### src/rtl/moore_fsm_share_ctrl_pkg.sv
// Shared definitions for the round-robin controller around one shared Moore FSM:
// sequencer state encoding and a constant-friendly ceil-log2 helper.
package moore_fsm_share_ctrl_pkg;

  localparam logic [2:0] IDLE_ENC  = 3'd0;
  localparam logic [2:0] RSTF_ENC  = 3'd1;
  localparam logic [2:0] SHIFT_ENC = 3'd2;
  localparam logic [2:0] DRAIN_ENC = 3'd3;
  localparam logic [2:0] DONE_ENC  = 3'd4;

  typedef enum logic [2:0] {
    IDLE  = IDLE_ENC,
    RSTF  = RSTF_ENC,
    SHIFT = SHIFT_ENC,
    DRAIN = DRAIN_ENC,
    DONE  = DONE_ENC
  } state_t;

  function automatic int clog2(input int value);
    int r;
    r = 0;
    for (int v = value - 1; v > 0; v = v >> 1) r++;
    return r;
  endfunction

endpackage

### src/rtl/moore_fsm_share_ctrl_if.sv
// Requester-side bus of the shared-FSM controller: requests and words in,
// grant/done/result/busy out.
interface moore_fsm_share_ctrl_if #(
  parameter int N   = 4,
  parameter int LEN = 8
);

  logic [N-1:0]     req;
  logic [N*LEN-1:0] data;
  logic [N-1:0]     gnt;
  logic [N-1:0]     done;
  logic [LEN-1:0]   result;
  logic             busy;

  modport master (output req, data, input gnt, done, result, busy);
  modport slave  (input req, data, output gnt, done, result, busy);

endinterface

### src/rtl/moore_fsm_share_ctrl_rr_arbiter.sv
// Combinational round-robin pick: first set request searching upward from ptr+1
// with wrap-around; one-hot result, all zeros when nothing is requested.
module moore_fsm_share_ctrl_rr_arbiter
  import moore_fsm_share_ctrl_pkg::*;
#(
  parameter int N  = 4,
  parameter int PW = 2
) (
  input  logic [N-1:0]  req,
  input  logic [PW-1:0] ptr,
  output logic [N-1:0]  winner
);

  logic found;

  // Offsets are scanned nearest-first; only constant indices are used so the
  // search unrolls into a flat priority network.
  always_comb begin
    winner = '0;
    found  = 1'b0;
    for (int k = 1; k <= N; k++) begin
      for (int i = 0; i < N; i++) begin
        if (!found && req[i] && (((int'(ptr) + k) % N) == i)) begin
          winner[i] = 1'b1;
          found     = 1'b1;
        end
      end
    end
  end

endmodule

### src/rtl/moore_fsm_share_ctrl.sv
// Shares one Moore FSM between N requesters: grants round-robin, shifts the
// granted word into the FSM LSB first and collects its delayed response.
module moore_fsm_share_ctrl
  import moore_fsm_share_ctrl_pkg::*;
#(
  parameter int N   = 4,
  parameter int LEN = 8
) (
  input  logic                    clk,
  input  logic                    rst,
  moore_fsm_share_ctrl_if.slave   bus,
  output logic                    fsm_rst,
  output logic                    fsm_din,
  input  logic                    fsm_dout,
  input  logic [1:0]              fsm_state
);

  localparam int CW = clog2(LEN) + 1;
  localparam int PW = clog2(N);

  state_t         state_q, state_d;
  logic [N-1:0]   gnt_q, gnt_d;
  logic [LEN-1:0] word_q, word_d;
  logic [PW-1:0]  ptr_q, ptr_d;
  logic [CW-1:0]  cnt_q, cnt_d;
  logic [LEN-1:0] result_q, result_d;
  logic           fsm_rst_q, fsm_rst_d;
  logic           fsm_din_q, fsm_din_d;
  logic [N-1:0]   winner;
  logic           unused_fsm_state;

  assign unused_fsm_state = ^fsm_state;

  moore_fsm_share_ctrl_rr_arbiter #(.N(N), .PW(PW)) u_arb (
    .req    (bus.req),
    .ptr    (ptr_q),
    .winner (winner)
  );

  always_ff @(posedge clk or negedge rst) begin
    if (!rst) begin
      state_q   <= IDLE;
      gnt_q     <= '0;
      word_q    <= '0;
      ptr_q     <= PW'(N - 1);
      cnt_q     <= '0;
      result_q  <= '0;
      fsm_rst_q <= 1'b0;
      fsm_din_q <= 1'b0;
    end else begin
      state_q   <= state_d;
      gnt_q     <= gnt_d;
      word_q    <= word_d;
      ptr_q     <= ptr_d;
      cnt_q     <= cnt_d;
      result_q  <= result_d;
      fsm_rst_q <= fsm_rst_d;
      fsm_din_q <= fsm_din_d;
    end
  end

  // The FSM answers bit k one cycle after it is driven, so the capture index
  // trails the drive index by one and DRAIN picks up the last response.
  always_comb begin
    state_d  = state_q;
    gnt_d    = gnt_q;
    word_d   = word_q;
    ptr_d    = ptr_q;
    cnt_d    = cnt_q;
    result_d = result_q;
    case (state_q)
      IDLE: begin
        if (|bus.req) begin
          gnt_d   = winner;
          state_d = RSTF;
          for (int i = 0; i < N; i++) begin
            if (winner[i]) begin
              word_d = bus.data[i*LEN +: LEN];
              ptr_d  = PW'(i);
            end
          end
        end
      end
      RSTF: begin
        cnt_d   = '0;
        state_d = SHIFT;
      end
      SHIFT: begin
        for (int i = 0; i < LEN - 1; i++) begin
          if (cnt_q == CW'(i + 1)) result_d[i] = fsm_dout;
        end
        cnt_d = cnt_q + CW'(1);
        if (cnt_q == CW'(LEN - 1)) state_d = DRAIN;
      end
      DRAIN: begin
        result_d[LEN-1] = fsm_dout;
        state_d         = DONE;
      end
      DONE: begin
        gnt_d   = '0;
        state_d = IDLE;
      end
      default: state_d = IDLE;
    endcase
  end

  // FSM-facing pins are flopped from the next state so they change cleanly
  // together with the sequencer.
  always_comb begin
    fsm_rst_d = (state_d == SHIFT) || (state_d == DRAIN);
    fsm_din_d = 1'b0;
    if (state_d == SHIFT) begin
      for (int i = 0; i < LEN; i++) begin
        if (cnt_d == CW'(i)) fsm_din_d = word_q[i];
      end
    end
  end

  assign fsm_rst    = fsm_rst_q;
  assign fsm_din    = fsm_din_q;
  assign bus.gnt    = gnt_q;
  assign bus.done   = (state_q == DONE) ? gnt_q : '0;
  assign bus.result = result_q;
  assign bus.busy   = (state_q != IDLE);

  gnt_onehot: assert property (@(posedge clk) disable iff (!rst) $onehot0(gnt_q));

endmodule

### src/flat_wrapper.sv
// flat-port wrapper written by rule: the top's interface ports become plain ports
module moore_fsm_share_ctrl_flat import moore_fsm_share_ctrl_pkg::*;
#(
  parameter int N   = 4,
  parameter int LEN = 8
)
  (clk, rst, fsm_rst, fsm_din, fsm_dout, fsm_state, bus_req, bus_data, bus_gnt, bus_done, bus_result, bus_busy);
  moore_fsm_share_ctrl_if #(.N(N), .LEN(LEN)) bus_i ();
  input  logic clk;
  input  logic rst;
  output logic fsm_rst;
  output logic fsm_din;
  input  logic fsm_dout;
  input  logic [1:0] fsm_state;
  input wire logic [$bits(bus_i.req)-1:0] bus_req;
  input wire logic [$bits(bus_i.data)-1:0] bus_data;
  output wire logic [$bits(bus_i.gnt)-1:0] bus_gnt;
  output wire logic [$bits(bus_i.done)-1:0] bus_done;
  output wire logic [$bits(bus_i.result)-1:0] bus_result;
  output wire logic [$bits(bus_i.busy)-1:0] bus_busy;
  assign bus_i.req = bus_req;
  assign bus_i.data = bus_data;
  assign bus_gnt = bus_i.gnt;
  assign bus_done = bus_i.done;
  assign bus_result = bus_i.result;
  assign bus_busy = bus_i.busy;
  moore_fsm_share_ctrl #(.N(N), .LEN(LEN)) u_core (.clk(clk), .rst(rst), .bus(bus_i), .fsm_rst(fsm_rst), .fsm_din(fsm_din), .fsm_dout(fsm_dout), .fsm_state(fsm_state));
endmodule
### config.mk
export PLATFORM = sky130hd
export DESIGN_NAME = moore_fsm_share_ctrl_flat
export DESIGN_NICKNAME = d
export VERILOG_FILES = /design/src/rtl/moore_fsm_share_ctrl_pkg.sv /design/src/rtl/moore_fsm_share_ctrl_if.sv /design/src/rtl/moore_fsm_share_ctrl_rr_arbiter.sv /design/src/rtl/moore_fsm_share_ctrl.sv /design/src/flat_wrapper.sv
export SDC_FILE = /design/constraint.sdc
export NUM_CORES = 1
export LEC_CHECK = 0
export BUFFER_PORTS_ARGS = -buffer_cell sky130_fd_sc_hd__clkbuf_2
export CAP_MARGIN = 5
export CORE_ASPECT_RATIO = 1.25
export CORE_UTILIZATION = 35
export CTS_CLUSTER_DIAMETER = 40
export CTS_CLUSTER_SIZE = 14
export DETAILED_ROUTE_END_ITERATION = 10
export PLACE_DENSITY = 0.6
export SETUP_SLACK_MARGIN = 0.05
export SLEW_MARGIN = 25
export SYNTH_ARGS = -nofsm -noshare
export SYNTH_HDL_FRONTEND = slang
export SYNTH_HIERARCHICAL = 1
export SYNTH_SLANG_ARGS = --single-unit
### constraint.sdc
create_clock -name clk -period 3.16 [get_ports clk]
set_input_delay 0.316 -clock clk [delete_from_list [all_inputs] [get_ports clk]]
set_output_delay 0.316 -clock clk [all_outputs]
set_load 0.02 [all_outputs]
==> impl_metrics.ini <==
[outcome]
status = finished, final reports clean

[timing]
worst_pin_slew_ns = 0.7413
max_freq_mhz = 407.0
period_needed_ns = 2.457
finalSetupViolCount = 0
period_share_pct = 77.76
finalSetupTns_ns = 0
rsz0062_at_grt = no
hold_viol = 0
final.setup_skew_ns = 0.006155
timing.final.max_slew_violations = 0
maxSlewHeadroom_pct = 50.58

[logic_synthesis]
yosysTopAreaCell = dfrtp_1
synth_top_area_share_pct = 36.23
async_flop_share_pct = 100.0
ys_types = 50
syn_area_per_cell_sq_um = 9.023
ys_warn_count = 6
synth_top_flop_cell = dfrtp_1
synth.area.top_cells = dfrtp_1, nand2_1, mux2i_1
syn-cell-area_sq_mm = 0.002003
synth_edf_count = 0
synth-seq-cells = 31
synth-seq-area-share_pct = 38.85
synth_fp_nets = 267
synthCells = 222

[clock_network]
cts_resized = 0
hold_buffers = 0
cts.sinks = 31
insertion_delay_ns = 0.28
cts_made_buffers = 5
cts.path.max_buffers = 2
post_cts_buffers = 0
path_clk_slew_ns = 0.06
cts_root_buf = clkbuf_8
cts_tree = built
h-tree-depth = 2

[setup_path]
crit_type = reg -> reg
cp-end-kind = register
crit_fanout = 12
arrival_ns = 2.66
start_kind = register
cp_data_required_time_ns = 3.37
reg2regPathDepth = 8

[detailed_routing]
drt-total-wl_um = 4134
drt-initial-drc-count = 95
route.detailed.drc = 0
routedWlPerCell_um = 12.05
vias_per_cell = 5.137
vias = 1762
antenna_left = 0
drtPass1Iterations = 4

[die]
num_rows = 30
dieWidth_um = 69.67
design.core.area_sq_mm = 0.005480
dieArea_sq_mm = 0.006032
io_pins = 60
start_util_pct = 36.55
die_h_um = 86.58

[placed_design]
hpwl_um = 3137
port_buffers = 57
routabilityCongestion = 0.8243

[pwr]
leakagePower_uw = 0.001106
finalPower_uw = 2355
p_per_area_mw_per_mm2 = 974.9
vdd.ir_drop.worst_mv = 0.2814

[global_routing]
grt_pass1_vias = 1647
antenna_found_initial = 0
grt_max_degree = 32
grt_overflow = 0
grt_pass1_wl_um = 7155
grtUsageTotal_pct = 14.73

[final_layout]
regArea_sq_um = 778.2
drive_above_1_share_pct = 29.75
antennaDiodeCount = 0
area_growth_pct = 20.61
nNetsFinal = 323
layout.filler_cells = 568
final_core_util_pct = 44.09
multiInputGateArea_sq_mm = 0.001114

[min_path]
worstHoldPathType = in -> async

[run]
maxCapViolCount = 0
[power by group]
part | leakage [uW] | total [uW] | switching [uW] | internal, uW
registers | 0.000373 | 810 | 212 | 599
clock network | 0.0000395 | 294 | 138 | 156
logic | 0.000694 | 1250 | 694 | 556
[synth_stat cells, types with 2 or more instances]
master	number
a211oi_1	2
a211oi_2	3
a21oi_1	16
a221oi_1	2
and3_1	5
buf_2	5
buf_4	2
clkbuf_1	5
dfrtp_1	29
dfstp_2	2
ha_1	4
inv_1	11
mux2_1	7
mux2i_1	10
nand2_1	28
nand2b_1	2
nor2_1	21
nor3_1	2
nor4_1	3
o211ai_1	8
o21a_1	8
o21ai_0	7
o21ai_1	8
o22ai_1	3
or3_1	2
xnor2_1	3
[sequential cells by signal, indices dropped and copies added, names as in the netlist]
| name | cells |
|---|---|
| u_core/bus.gnt | 4 |
| u_core/bus.result | 8 |
| u_core/cnt_q | 4 |
| u_core/fsm_din | 1 |
| u_core/fsm_rst | 1 |
| u_core/ptr_q | 2 |
| u_core/state_q | 3 |
| u_core/word_q | 8 |
[cells by family after synthesis]
kind of cell | Yosys count | synth area share [%]
AO/OA/AOI/OAI | 65 | 22.05
adder cells (fa/ha/maj) | 4 | 2.499
multiplexers | 19 | 10.24
XOR/XNOR | 3 | 1.312
flip-flops | 31 | 38.85
AND/OR/NAND/NOR | 76 | 19.49
buffers and inverters | 24 | 5.559
[metrics by stage]
| step | setup WS [ns] | hold slack [ns] | instance area [sq um] | std cells |
|---|---|---|---|---|
| floorplan | 1.257 | 0.02041 | 2003 | 222 |
| global placement | 0.7391 | 0.4262 | 2336 | 335 |
| detailed placement | 0.6702 | 0.4327 | 2336 | 335 |
| CTS | 0.6518 | 0.1237 | 2416 | 343 |
| global route | 0.4096 | 0.1627 | 2416 | 343 |
| finish | 0.7029 | 0.08474 | 2416 | 343 |
[critical path, stage by stage, from the launching register on]
cell and delay, ns:
dfstp_2 0.60, inv_1 0.09, nor2_1 0.11, o311a_1 0.53, nor4_1 0.15, nor3_2 0.43
buf_4 0.28, nor2_1 0.05, a21oi_1 0.13
[cells in the final DEF (no fill, tap or decap), types with 2 or more instances in the layout]
cell type,count
mux2i_1,10
nor3_1,2
mux2_1,7
clkbuf_2,57
nand2b_1,2
and3_1,5
clkbuf_1,3
a21oi_1,16
nor4_1,3
o22ai_1,3
or3_1,2
nor2_1,21
o211ai_1,8
a211oi_1,2
dfstp_2,2
inv_1,11
o21ai_0,7
ha_1,4
dfrtp_1,29
buf_4,5
o21a_1,8
a211oi_2,3
o21ai_1,8
clkbuf_8,5
nand2_1,28
xnor2_1,3
a221oi_1,2
[layer usage]
metal	vias up	track usage, %	wire length (um)
met5	-	0	0
met4	0	7.273	58
met3	6	2.907	201
met2	57	26.39	2011
met1	791	16.76	1862
li1	908	-	-
[area by class of cell]
| cell class | instances | area share, % |
|---|---|---|
| sequential | 31 | 32.21 |
| multi-input combinational | 167 | 46.09 |
| tap | 64 | 3.314 |
| inverter | 11 | 1.709 |
| clock buffer | 8 | 3.314 |
| timing repair buffer | 62 | 13.36 |
[worst paths after layout]
path | start | endpoint | slack (ns)
max in group asynchronous | rst | u_core/word_q[6] | 2.60
worst max-delay path | u_core/ptr_q[1] | u_core/ptr_q[1] | 0.70
worst min register to register | u_core/bus.result[4] | u_core/bus.result[4] | 0.49
worst max register to register | u_core/ptr_q[1] | u_core/ptr_q[1] | 0.70
worst min-delay path | rst | u_core/bus.result[1] | 0.08
min in group clk | fsm_dout | u_core/bus.result[3] | 0.35
No activity file was read; power rests on OpenSTA's default activity.
